==> src/rtl/ioc_bus_sched_pkg.sv <==
`default_nettype none
// ============================================================================
//  Module      : ioc_bus_pkg
//  Description : Shared constants for the IOC-space bus sequencer. It holds
//                the target index codes, the cycle-speed codes, the FSM state
//                encoding, the read word returned for unmapped space, and the
//                target decode helper.
//  Revision    : 1.0  initial release
// ============================================================================
package ioc_bus_pkg;

   // Target index codes. The first four also index tgt_cyc/tgt_stb/tgt_ack.
   localparam logic [2:0] TGT_IOC  = 3'd0;
   localparam logic [2:0] TGT_FDC  = 3'd1;
   localparam logic [2:0] TGT_LAT  = 3'd2;
   localparam logic [2:0] TGT_POD  = 3'd3;
   localparam logic [2:0] TGT_NONE = 3'd4;

   // IOC cycle-speed codes, taken from address bits [20:19].
   localparam logic [1:0] SPD_SLOW = 2'd0;
   localparam logic [1:0] SPD_MED  = 2'd1;
   localparam logic [1:0] SPD_FAST = 2'd2;
   localparam logic [1:0] SPD_SYNC = 2'd3;

   typedef enum logic [2:0] {
      ST_IDLE  = 3'd0,
      ST_SETUP = 3'd1,
      ST_SYNCW = 3'd2,
      ST_WAIT  = 3'd3,
      ST_DONE  = 3'd4
   } state_e;

   localparam logic [31:0] UNMAPPED_DATA = 32'hFFFF_FFFF;

   // Decode one target in priority order. Latches only answer at fast speed.
   function automatic logic [2:0] decode_target(input logic       ioc_int,
                                                input logic       sel_fdc,
                                                input logic       sel_lat,
                                                input logic       sel_pod,
                                                input logic [1:0] speed);
      logic [2:0] tgt;
      tgt = TGT_NONE;
      if (ioc_int)                              tgt = TGT_IOC;
      else if (sel_fdc)                         tgt = TGT_FDC;
      else if (sel_lat && (speed == SPD_FAST))  tgt = TGT_LAT;
      else if (sel_pod)                         tgt = TGT_POD;
      return tgt;
   endfunction

endpackage
`default_nettype wire

==> src/rtl/ioc_bus_sched_if.sv <==
`default_nettype none
// ============================================================================
//  Module      : ioc_bus_sched_if
//  Description : Bus bundle between the CPU/MEMC side, the sequencer and the
//                IOC-space peripherals.
//                slave  : the sequencer's view. It takes the wishbone
//                         request, the decode and the target acks/data, and
//                         drives wb_ack, wb_dat_o and the target strobes.
//                master : the environment's view, which is the reverse.
//  Revision    : 1.0  initial release
// ============================================================================
interface ioc_bus_sched_if;
   logic        ioc_cs;
   logic        wb_cyc;
   logic        wb_stb;
   logic        wb_we;
   logic [21:0] wb_adr;       // CPU address [23:2]
   logic [7:1]  ioc_select;
   logic        wb_ack;
   logic [31:0] wb_dat_o;
   logic [3:0]  tgt_cyc;
   logic [3:0]  tgt_stb;
   logic        tgt_we;
   logic [3:0]  tgt_ack;
   logic [7:0]  ioc_dat;
   logic [7:0]  fdc_dat;
   logic [7:0]  lat_dat;
   logic [15:0] pod_dat;

   modport slave (
      input  ioc_cs, wb_cyc, wb_stb, wb_we, wb_adr, ioc_select,
      input  tgt_ack, ioc_dat, fdc_dat, lat_dat, pod_dat,
      output wb_ack, wb_dat_o, tgt_cyc, tgt_stb, tgt_we
   );

   modport master (
      output ioc_cs, wb_cyc, wb_stb, wb_we, wb_adr, ioc_select,
      output tgt_ack, ioc_dat, fdc_dat, lat_dat, pod_dat,
      input  wb_ack, wb_dat_o, tgt_cyc, tgt_stb, tgt_we
   );
endinterface
`default_nettype wire

==> src/rtl/ioc_bus_sched_timer.sv <==
`default_nettype none
// ============================================================================
//  Module      : ioc_cycle_timer
//  Description : Cycle timing for one IOC access. It holds the 8 MHz tick
//                counter (saturating at the speed's minimum), the clkcpu
//                timeout counter, and the 2 MHz alignment used by sync cycles.
//  Ports       : clk, rst             clock, synchronous active-high reset
//                start                clears both counters (SETUP)
//                in_syncw / in_wait   FSM is aligning / waiting
//                speed                latched cycle-speed code
//                clk2m_en / clk8m_en  IOC clock enables
//                aligned              sync alignment reached this cycle
//                expired              tick minimum met, including this cycle
//                timeout              abandon limit reached this cycle
//  Revision    : 1.0  initial release
// ============================================================================
module ioc_cycle_timer
   import ioc_bus_pkg::*;
#(
   parameter int SLOW_TICKS  = 8,
   parameter int MED_TICKS   = 6,
   parameter int FAST_TICKS  = 4,
   parameter int SYNC_TICKS  = 4,
   parameter int TIMEOUT_CYC = 1024
) (
   input  logic       clk,
   input  logic       rst,
   input  logic       start,
   input  logic       in_syncw,
   input  logic       in_wait,
   input  logic [1:0] speed,
   input  logic       clk2m_en,
   input  logic       clk8m_en,
   output logic       aligned,
   output logic       expired,
   output logic       timeout
);
   localparam int              TO_W    = (TIMEOUT_CYC > 2) ? $clog2(TIMEOUT_CYC) : 1;
   localparam logic [TO_W-1:0] TO_LAST = TO_W'(TIMEOUT_CYC - 1);

   logic [7:0]      limit;
   logic [7:0]      tick_q, tick_d;
   logic [TO_W-1:0] to_q, to_d;

   always_comb begin
      limit = 8'(SYNC_TICKS);
      case (speed)
         SPD_SLOW: limit = 8'(SLOW_TICKS);
         SPD_MED:  limit = 8'(MED_TICKS);
         SPD_FAST: limit = 8'(FAST_TICKS);
         default:  limit = 8'(SYNC_TICKS);
      endcase
   end

   always_comb begin
      tick_d = tick_q;
      to_d   = to_q;
      if (start) begin
         tick_d = '0;
         to_d   = '0;
      end else begin
         // Ticks count only in WAIT. A sync cycle therefore ignores the
         // 8 MHz tick that coincides with its 2 MHz alignment edge.
         if (in_wait && clk8m_en && (tick_q != limit))
            tick_d = tick_q + 8'd1;
         if ((in_wait || in_syncw) && (to_q != TO_LAST))
            to_d = to_q + TO_W'(1);
      end
   end

   always_ff @(posedge clk) begin
      if (rst) begin
         tick_q <= '0;
         to_q   <= '0;
      end else begin
         tick_q <= tick_d;
         to_q   <= to_d;
      end
   end

   assign aligned = in_syncw & clk2m_en;
   // Look ahead one tick so that the last tick and a target ack arriving in
   // the same cycle complete together.
   assign expired = in_wait & ((tick_q == limit) | (clk8m_en & ((tick_q + 8'd1) == limit)));
   assign timeout = (in_wait | in_syncw) & (to_q == TO_LAST);

endmodule
`default_nettype wire

==> src/rtl/ioc_bus_sched.sv <==
`default_nettype none
// ============================================================================
//  Module      : ioc_bus_sched
//  Description : IOC-space bus sequencer. It takes one decoded CPU wishbone
//                cycle, steers it to a single target (IOC, FDC, latches,
//                podules or unmapped), applies the IOC cycle-speed timing,
//                and returns one registered read word with a single ack.
//  Ports       : clkcpu, rst_i       clock, synchronous active-high reset
//                clk2m_en, clk8m_en  IOC clock enables
//                bus                 wishbone + target bundle (slave view)
//                busy                FSM not idle
//                timeout_o           one-cycle pulse when a cycle is abandoned
//  Revision    : 1.0  initial release
// ============================================================================
module ioc_bus_sched #(
   parameter int SLOW_TICKS  = 8,
   parameter int MED_TICKS   = 6,
   parameter int FAST_TICKS  = 4,
   parameter int SYNC_TICKS  = 4,
   parameter int TIMEOUT_CYC = 1024
) (
   input  logic           clkcpu,
   input  logic           rst_i,
   input  logic           clk2m_en,
   input  logic           clk8m_en,
   ioc_bus_sched_if.slave bus,
   output logic           busy,
   output logic           timeout_o
);
   import ioc_bus_pkg::*;

   state_e      state_q, state_d;
   logic [2:0]  tgt_q, tgt_d;
   logic [1:0]  spd_q, spd_d;
   logic        we_q, we_d;
   logic        got_q, got_d;
   logic        abort_q, abort_d;
   logic        tmo_q, tmo_d;
   logic        after_done_q, after_done_d;
   logic [31:0] dat_q, dat_d;

   logic [2:0]  new_tgt;
   logic [31:0] rd_data;
   logic        ack_sel, got_now, strobe_en;
   logic        t_aligned, t_expired, t_timeout;
   logic        unused_bits;

   assign unused_bits = ^{bus.wb_adr[21:20], bus.wb_adr[16:0],
                          bus.ioc_select[7:6], bus.ioc_select[3:2]};

   // wb_adr holds address bits [23:2], so adr[21] is wb_adr[19] and
   // adr[20:19] is wb_adr[18:17].
   assign new_tgt = decode_target(bus.wb_adr[19], bus.ioc_select[1],
                                  bus.ioc_select[5], bus.ioc_select[4],
                                  bus.wb_adr[18:17]);

   ioc_cycle_timer #(
      .SLOW_TICKS (SLOW_TICKS),
      .MED_TICKS  (MED_TICKS),
      .FAST_TICKS (FAST_TICKS),
      .SYNC_TICKS (SYNC_TICKS),
      .TIMEOUT_CYC(TIMEOUT_CYC)
   ) u_timer (
      .clk     (clkcpu),
      .rst     (rst_i),
      .start   (state_q == ST_SETUP),
      .in_syncw(state_q == ST_SYNCW),
      .in_wait (state_q == ST_WAIT),
      .speed   (spd_q),
      .clk2m_en(clk2m_en),
      .clk8m_en(clk8m_en),
      .aligned (t_aligned),
      .expired (t_expired),
      .timeout (t_timeout)
   );

   always_comb begin
      rd_data = UNMAPPED_DATA;
      case (tgt_q)
         TGT_IOC: rd_data = {24'd0, bus.ioc_dat};
         TGT_FDC: rd_data = {24'd0, bus.fdc_dat};
         TGT_LAT: rd_data = {24'd0, bus.lat_dat};
         TGT_POD: rd_data = {16'd0, bus.pod_dat};
         default: rd_data = UNMAPPED_DATA;
      endcase
   end

   assign ack_sel   = (tgt_q != TGT_NONE) && bus.tgt_ack[tgt_q[1:0]];
   assign got_now   = got_q | ack_sel;
   // Strobes stay up through the cycle in which the ack is sampled.
   assign strobe_en = (state_q == ST_WAIT) && !got_q && (tgt_q != TGT_NONE);

   always_comb begin
      state_d      = state_q;
      tgt_d        = tgt_q;
      spd_d        = spd_q;
      we_d         = we_q;
      got_d        = got_q;
      abort_d      = abort_q;
      dat_d        = dat_q;
      tmo_d        = 1'b0;
      after_done_d = 1'b0;
      case (state_q)
         ST_IDLE: begin
            // The cycle right after DONE still carries the old request.
            if (bus.ioc_cs && bus.wb_cyc && bus.wb_stb && !after_done_q)
               state_d = ST_SETUP;
         end
         ST_SETUP: begin
            tgt_d   = new_tgt;
            spd_d   = bus.wb_adr[18:17];
            we_d    = bus.wb_we;
            got_d   = (new_tgt == TGT_NONE);
            abort_d = !bus.wb_cyc;
            if (new_tgt == TGT_NONE)
               dat_d = UNMAPPED_DATA;
            state_d = (bus.wb_adr[18:17] == SPD_SYNC) ? ST_SYNCW : ST_WAIT;
         end
         ST_SYNCW: begin
            if (!bus.wb_cyc)
               abort_d = 1'b1;
            if (t_timeout) begin
               dat_d   = UNMAPPED_DATA;
               tmo_d   = 1'b1;
               state_d = ST_DONE;
            end else if (t_aligned) begin
               state_d = ST_WAIT;
            end
         end
         ST_WAIT: begin
            // A dropped wb_cyc only suppresses the final ack. The peripheral
            // cycle itself is never cut short.
            if (!bus.wb_cyc)
               abort_d = 1'b1;
            if (ack_sel && !got_q) begin
               got_d = 1'b1;
               dat_d = rd_data;
            end
            if (t_timeout && !got_now) begin
               dat_d   = UNMAPPED_DATA;
               tmo_d   = 1'b1;
               state_d = ST_DONE;
            end else if (t_expired && got_now) begin
               state_d = ST_DONE;
            end
         end
         ST_DONE: begin
            after_done_d = 1'b1;
            state_d      = ST_IDLE;
         end
         default: state_d = ST_IDLE;
      endcase
   end

   always_ff @(posedge clkcpu) begin
      if (rst_i) begin
         state_q      <= ST_IDLE;
         tgt_q        <= TGT_NONE;
         spd_q        <= SPD_SLOW;
         we_q         <= 1'b0;
         got_q        <= 1'b0;
         abort_q      <= 1'b0;
         tmo_q        <= 1'b0;
         after_done_q <= 1'b0;
         dat_q        <= '0;
      end else begin
         state_q      <= state_d;
         tgt_q        <= tgt_d;
         spd_q        <= spd_d;
         we_q         <= we_d;
         got_q        <= got_d;
         abort_q      <= abort_d;
         tmo_q        <= tmo_d;
         after_done_q <= after_done_d;
         dat_q        <= dat_d;
      end
   end

   for (genvar i = 0; i < 4; i++) begin : g_tgt
      assign bus.tgt_cyc[i] = strobe_en && (tgt_q == 3'(i));
      assign bus.tgt_stb[i] = strobe_en && (tgt_q == 3'(i));
   end

   assign bus.tgt_we   = we_q;
   assign bus.wb_dat_o = dat_q;
   assign bus.wb_ack   = (state_q == ST_DONE) && bus.wb_cyc && !abort_q;
   assign busy         = (state_q != ST_IDLE);
   assign timeout_o    = tmo_q;

endmodule
`default_nettype wire

==> src/flat_wrapper.sv <==
// flat-port wrapper written by rule: the top's interface ports become plain ports
module ioc_bus_sched_flat import ioc_bus_pkg::*;
#(
   parameter int SLOW_TICKS  = 8,
   parameter int MED_TICKS   = 6,
   parameter int FAST_TICKS  = 4,
   parameter int SYNC_TICKS  = 4,
   parameter int TIMEOUT_CYC = 1024
)
  (clkcpu, rst_i, clk2m_en, clk8m_en, busy, timeout_o, bus_ioc_cs, bus_wb_cyc, bus_wb_stb, bus_wb_we, bus_wb_adr, bus_ioc_select, bus_tgt_ack, bus_ioc_dat, bus_fdc_dat, bus_lat_dat, bus_pod_dat, bus_wb_ack, bus_wb_dat_o, bus_tgt_cyc, bus_tgt_stb, bus_tgt_we);
  ioc_bus_sched_if bus_i ();
  input  logic clkcpu;
  input  logic rst_i;
  input  logic clk2m_en;
  input  logic clk8m_en;
  output logic busy;
  output logic timeout_o;
  input wire logic [$bits(bus_i.ioc_cs)-1:0] bus_ioc_cs;
  input wire logic [$bits(bus_i.wb_cyc)-1:0] bus_wb_cyc;
  input wire logic [$bits(bus_i.wb_stb)-1:0] bus_wb_stb;
  input wire logic [$bits(bus_i.wb_we)-1:0] bus_wb_we;
  input wire logic [$bits(bus_i.wb_adr)-1:0] bus_wb_adr;
  input wire logic [$bits(bus_i.ioc_select)-1:0] bus_ioc_select;
  input wire logic [$bits(bus_i.tgt_ack)-1:0] bus_tgt_ack;
  input wire logic [$bits(bus_i.ioc_dat)-1:0] bus_ioc_dat;
  input wire logic [$bits(bus_i.fdc_dat)-1:0] bus_fdc_dat;
  input wire logic [$bits(bus_i.lat_dat)-1:0] bus_lat_dat;
  input wire logic [$bits(bus_i.pod_dat)-1:0] bus_pod_dat;
  output wire logic [$bits(bus_i.wb_ack)-1:0] bus_wb_ack;
  output wire logic [$bits(bus_i.wb_dat_o)-1:0] bus_wb_dat_o;
  output wire logic [$bits(bus_i.tgt_cyc)-1:0] bus_tgt_cyc;
  output wire logic [$bits(bus_i.tgt_stb)-1:0] bus_tgt_stb;
  output wire logic [$bits(bus_i.tgt_we)-1:0] bus_tgt_we;
  assign bus_i.ioc_cs = bus_ioc_cs;
  assign bus_i.wb_cyc = bus_wb_cyc;
  assign bus_i.wb_stb = bus_wb_stb;
  assign bus_i.wb_we = bus_wb_we;
  assign bus_i.wb_adr = bus_wb_adr;
  assign bus_i.ioc_select = bus_ioc_select;
  assign bus_i.tgt_ack = bus_tgt_ack;
  assign bus_i.ioc_dat = bus_ioc_dat;
  assign bus_i.fdc_dat = bus_fdc_dat;
  assign bus_i.lat_dat = bus_lat_dat;
  assign bus_i.pod_dat = bus_pod_dat;
  assign bus_wb_ack = bus_i.wb_ack;
  assign bus_wb_dat_o = bus_i.wb_dat_o;
  assign bus_tgt_cyc = bus_i.tgt_cyc;
  assign bus_tgt_stb = bus_i.tgt_stb;
  assign bus_tgt_we = bus_i.tgt_we;
  ioc_bus_sched #(.SLOW_TICKS(SLOW_TICKS), .MED_TICKS(MED_TICKS), .FAST_TICKS(FAST_TICKS), .SYNC_TICKS(SYNC_TICKS), .TIMEOUT_CYC(TIMEOUT_CYC)) u_core (.clkcpu(clkcpu), .rst_i(rst_i), .clk2m_en(clk2m_en), .clk8m_en(clk8m_en), .bus(bus_i), .busy(busy), .timeout_o(timeout_o));
endmodule
==> config.mk <==
export PLATFORM = sky130hd
export DESIGN_NAME = ioc_bus_sched_flat
export DESIGN_NICKNAME = d
export VERILOG_FILES = /design/src/rtl/ioc_bus_sched_pkg.sv /design/src/rtl/ioc_bus_sched_if.sv /design/src/rtl/ioc_bus_sched_timer.sv /design/src/rtl/ioc_bus_sched.sv /design/src/flat_wrapper.sv
export SDC_FILE = /design/constraint.sdc
export NUM_CORES = 1
export LEC_CHECK = 0
export BUFFER_PORTS_ARGS = -buffer_cell sky130_fd_sc_hd__buf_2
export CAP_MARGIN = 10
export CORE_MARGIN = 2
export CORE_UTILIZATION = 48
export CTS_BUF_LIST = sky130_fd_sc_hd__clkbuf_8 sky130_fd_sc_hd__clkbuf_16
export CTS_CLUSTER_SIZE = 14
export DETAILED_ROUTE_END_ITERATION = 12
export PLACE_DENSITY = 0.89
export SLEW_MARGIN = 10
export SYNTH_ARGS = -nofsm -noshare
export SYNTH_HDL_FRONTEND = slang
export SYNTH_SLANG_ARGS = --single-unit
export TNS_END_PERCENT = 5
==> constraint.sdc <==
create_clock -name clkcpu -period 2.4 [get_ports clkcpu]
set_input_delay 0.12 -clock clkcpu [delete_from_list [all_inputs] [get_ports clkcpu]]
set_output_delay 0.12 -clock clkcpu [all_outputs]
set_load 0.05 [all_outputs]
* Word-level counts from Yosys, hierarchy flattened *
Cells that the tools add are included.

storage, ports and cells
  bits in registers = 63
  bits in latches = 0
  memory bits (writable) = 0
  bits in read-only memories = 0
  input port bits = 81
  output and inout bits = 44
  word-level logic and storage cells = 112
  memories kept = 0

operators by class
  add/subtract/negate cells = 2
  multiply operators = 0
  div/mod/pow operators = 0
  magnitude comparators = 1
  eq/ne operators = 25
  shift operators = 0
  multiplexer cells = 28
  bitwise logic cells = 7
  reductions and logical operators = 38

operators with widths
  operator               number
  $mux 32                4
  $pmux 32 s4            1
  $pmux 32 s3            1
  $mux 3                 9
  $logic_and 1x1->1      19
  $eq 8x8->1             2
  $eq 3x2->1 const B     4
  $pmux 3 s4             1
  $add 10x1->10 const B  1
  $eq 10x10->1 const B   1
  $ne 10x10->1 const B   1
  $ne 3x1->1 const B     3
  $add 8x1->8 const B    1
  $ne 2x1->1 const B     4
  $ne 8x8->1             1
  $pmux 4 s2             1
  $mux 1                 7
  $eq 3x1->1 const B     2
  $eq 3x3->1 const B     2
  $logic_not 3->1        2
  $pmux 1 s2             3
  $reduce_bool 3->1      2
  $logic_not 1->1        5
  $and 1x1->1            4
  other kinds (14)       20

* Logic depth before layout (Yosys ltp) *
  depth after elaboration = 10
  depth in mapped cells = 7
  gate-level depth less buffers = 6

* Modules after synthesis *
From an unflattened synthesis, not the netlist that was laid out.

second synthesis, totals
  cell total of the unflattened synthesis = 344
  area total of the unflattened synthesis = 2892.8 um2

by module, submodules not included
  module           times used  cells an instance  area each (um2)  seq. area each (um2)
  ioc_bus_sched    1           206                1778.0           600.6
  ioc_cycle_timer  1           138                1114.8           360.3

* Least setup slack after synthesis *
Ideal clock, no wire load.

  kind = register -> output
  start point = register u_core.state_q[2]
  end point = output bus_tgt_stb[2]
  arrival = 2683 ps
  data required time = 2280 ps
  setup slack = -403 ps
  stages on the path, launching flop included = 7
  buffers on the path = 2
  cell sequence = dfxtp_1 > nor2b_2 > nand2_1 > or3_1 > clkbuf_1 > nor3b_1 > buf_4

between the ends
  word-level cells in the longest chain between the ends = 4

ends and longest elaborated chain
  item                             RTL line              RTL
  start, declared                  ioc_bus_sched.sv:32   state_e state_q, state_d;
  start signal, assigned           ioc_bus_sched.sv:167  state_q <= state_d;
  $eq 3x2->1                       ioc_bus_sched.sv:91   assign strobe_en = (state_q == ST_WAIT) && !got_q && (tgt_q != TGT_NONE);
  $logic_and 1x1->1 (2 in series)  ioc_bus_sched.sv:91
  $logic_and 1x1->1                -
  end, declared                    flat_wrapper.sv:32    output wire logic [$bits(bus_i.tgt_stb)-1:0] bus_tgt_stb;

No other way between the ends.

* Worst setup path after layout *
  start point = register u_core.state_q[2]
  end point = output bus_tgt_stb[1]

between the ends
  word-level cells in the longest chain between the ends = 4

ends and longest elaborated chain
  item                             RTL line              RTL
  $eq 3x2->1                       ioc_bus_sched.sv:91
  $logic_and 1x1->1 (2 in series)  ioc_bus_sched.sv:91
  $logic_and 1x1->1                ioc_bus_sched.sv:181  assign bus.tgt_stb[i] = strobe_en && (tgt_q == 3'(i));

No other way between the ends.

==> reports/qor.csv <==
stage;metric;value;unit
outcome;outcome;finished, final reports clean;
worst_setup_path;critical path peak fanout;8;
flow_run;Max Cap Viol;0;
route;final WL;7190;microns
min_path;worst hold endpoint;u_core.bus.wb_dat_o[9];
worst_setup_path;Reg2Reg Depth;6;
global_route;largest net degree at the start of global routing;32;
power;P_int;1.54;mW
final_layout;Filler Cells Inserted;483;
min_path;hold path cells;3;
worst_setup_path;crit-path max cell delay;0.44;ns
global_route;Overflow after GRT;0;
power;VDD IR max;383;uV
floorplanning;Starting Density;0.504;
cts;H-tree Lvls;2;
worst_setup_path;reg2reg start;u_core.u_timer.tick_q[3];
power;Net Sw Power;620;uW
placement;HPWL after DPL;5450;microns
placement;placed cell area;3240;sq um
sta;Setup TNS;0;ns
min_path;hold crit path type;in -> reg;
logic_synthesis;EDFF count, synth;0;
min_path;hold_sp;bus_pod_dat[9];
worst_setup_path;R2R Setup Slk;0.32;ns
logic_synthesis;top cell type's share of synthesized area;0.340;
logic_synthesis;Syn Inst Count;335;
worst_setup_path;reg-to-reg endpoint;u_core.u_timer.tick_q[2];
route;Vias;2711;
floorplanning;die height;80.8;microns
logic_synthesis;Post-synth top flop;dfxtp_1;
cts;clock net sink count;48;
sta;Final setup viols;0;
power;P_leak;1.45;nW
cts;CTS Buf Count;5;
sta;worst relative slew slack;0.646;
global_route;All-Layer GR Usage;0.219;
power;combinational power share;0.219;
worst_setup_path;critical path cell sequence;nor2b_2 -> nand2_1 -> or3_1 -> nor3b_1 -> buf_2;
global_route;initial antenna violation count;0;
route;vias per cell;5.61;
worst_setup_path;Req. time, crit path;2.28;ns
placement;RD Place Congestion;0.887;
final_layout;Area Overhead vs Synth;20.0;%
power;clock network fraction of total power;0.373;
logic_synthesis;Post-synth ARST share;0;
logic_synthesis;dominant cell type by area after synthesis;dfxtp_1;
final_layout;Final #Nets;493;
worst_setup_path;crit path DAT;2.20;ns
floorplanning;Ports;125;
final_layout;Final Core Density;0.605;
sta;Final min period;2.32;ns
floorplanning;Die X;80.8;microns
cts;Reg clk slew, reported paths;0.09;ns
cts;CTS tree;done;
worst_setup_path;slowest CP cell;or3_1;
cts;Clock Path Buffers;2;
power;Seq pwr share;0.408;
sta;Max Freq;431;MHz
sta;final hold vios;0;
sta;Slew Limit Fails;0;
worst_setup_path;CP Launch Type;register;
cts;clock root cell;clkbuf_8;
logic_synthesis;mean post-synth cell area;8.44;sq um
global_route;first-pass GRT wire length;11400;microns
final_layout;post-route design area;3390;sq um
floorplanning;core area;5610;sq um
sta;RSZ-0062 raised after global routing;false;
final_layout;share of post-route cells with drive strength above 1;0.316;
route;DRT Pass-1 Iters;5;
worst_setup_path;crit path capture type;primary output;
power;sw frac;0.288;
cts;cts repair resizes;0;
final_layout;antenna fix cells;0;
logic_synthesis;register area share after synthesis;0.340;
logic_synthesis;Synth Cell Area;2830;sq um
logic_synthesis;synth warn;0;
logic_synthesis;Unique masters post-synth;53;
route;antenna-violating nets left;0;
cts;Worst-Skew Late Latency;0.31;ns
logic_synthesis;Synth area leaders;dfxtp_1, mux4_2, buf_4;
sta;fin crit share;0.967;
cts;Setup Buffers After CTS;0;
route;Post-route DRC;0;
route;drt wl/cell;14.9;microns
placement;I/O Buffers;101;
floorplanning;Die ar.;6520;sq um
sta;worst-margin pin slew;0.532;ns
sta;Clock Skew;0.00675;ns
route;Starting DRT DRC Count;146;
worst_setup_path;critical path type;reg -> out;
logic_synthesis;Synth Register Bits;48;
cts;cts hold-fix bufs;0;
global_route;vias in the first global route;2652;
floorplanning;row cnt;27;
power;P per Cell Area;635;nW/um^2
logic_synthesis;Syn Nets;418;
[registers in the layout, indices dropped and copies added, names as in the netlist]
signal	count
u_core.u_timer.to_q	10
u_core.bus.wb_dat_o	17
u_core.spd_q	2
u_core.got_q	1
u_core.timeout_o	1
u_core.abort_q	1
u_core.after_done_q	1
u_core.tgt_q	3
u_core.state_q	3
u_core.u_timer.tick_q	8
u_core.bus.tgt_we	1
[worst max-delay path by stage]
stage	from	end	slack, ns	cells past startpoint
detailed placement	u_core.u_timer.tick_q[3]	u_core.u_timer.tick_q[2]	0.37	6
CTS	u_core.state_q[2]	bus_tgt_stb[1]	0.09	5
floorplan	u_core.state_q[2]	bus_tgt_stb[1]	-0.40	6
global route	u_core.state_q[2]	bus_tgt_stb[0]	0.005	5
finish	u_core.state_q[2]	bus_tgt_stb[1]	0.08	5
global placement	u_core.u_timer.tick_q[3]	u_core.u_timer.tick_q[2]	0.43	6
[power groups by stage]
stage	clock (mW)	combinational, mW	sequential (mW)
4_1_cts	0.816	0.471	0.878
3_3_place_gp	0	0.454	0.891
6_report	0.804	0.472	0.879
5_1_grt	0.845	0.512	0.884
3_5_place_dp	0	0.468	0.896
2_1_floorplan	0	0.312	0.920
[stage by stage]
step,hold WS [ns],std cells,worst slack [ns],power (mW)
5_1_grt,0.0557,483,0.00510,2.24
3_3_place_gp,0.364,475,0.433,1.35
6_report,0.0600,483,0.0793,2.16
2_1_floorplan,0.256,335,-0.399,1.23
4_1_cts,0.0545,483,0.0900,2.17
3_5_place_dp,0.387,475,0.366,1.36
[routing by layer]
layer,vias up,routed length (microns),track usage
li1,1318,-,-
met4,0,218,0.119
met2,123,3570,0.413
met5,-,0,0
met3,24,593,0.0478
met1,1246,2810,0.225
[kinds of logic after synthesis]
logic type	after synthesis	share of synthesized area
adders and majority gates	2	0.00885
DFF	48	0.340
xor gates and xnor gates	14	0.0434
buffers and inverters	67	0.127
muxes	11	0.0743
AOI/OAI and AO/OA	63	0.161
and+or+nand+nor	130	0.246
[worst max-delay path, delay by kind of cell (launching register included)]
family        cells  cell delay, ns
simple gates      4            1.15
flops             1            0.40
buf+inv           1            0.33
[cells in the final DEF, fill, tap and decap left out, types with 5 or more instances in the layout]
cell	netlist	layout
buf_4	20	10
a21oi_1	15	15
mux4_2	8	8
nand3_1	5	5
buf_2	4	101
clkbuf_8	0	5
nand2b_1	13	13
a221oi_1	16	16
nor2_1	33	33
xnor2_1	10	10
nand2_1	25	25
dfxtp_1	48	48
nor3_1	12	12
inv_1	24	24
[synthesized netlist by cell type (5+ instances only)]
cell type	instances
buf_4	20
clkbuf_1	16
dfxtp_1	48
nand2_1	25
xnor2_1	10
nor2_1	33
nand3_1	5
nor3_1	12
inv_1	24
a21oi_1	15
a221oi_1	16
nand2b_1	13
mux4_2	8
[final cells by class]
class | instances | area [sq um] | share of cell area
clock buffer | 5 | 68.8 | 0.0203
clock inverter | 3 | 90.1 | 0.0265
inverter | 24 | 90.1 | 0.0265
multi-input combinational | 220 | 1510 | 0.446
sequential | 48 | 961 | 0.283
tap | 72 | 90.1 | 0.0265
timing repair buffer | 111 | 581 | 0.171
Power figures use the tool's default switching activity.
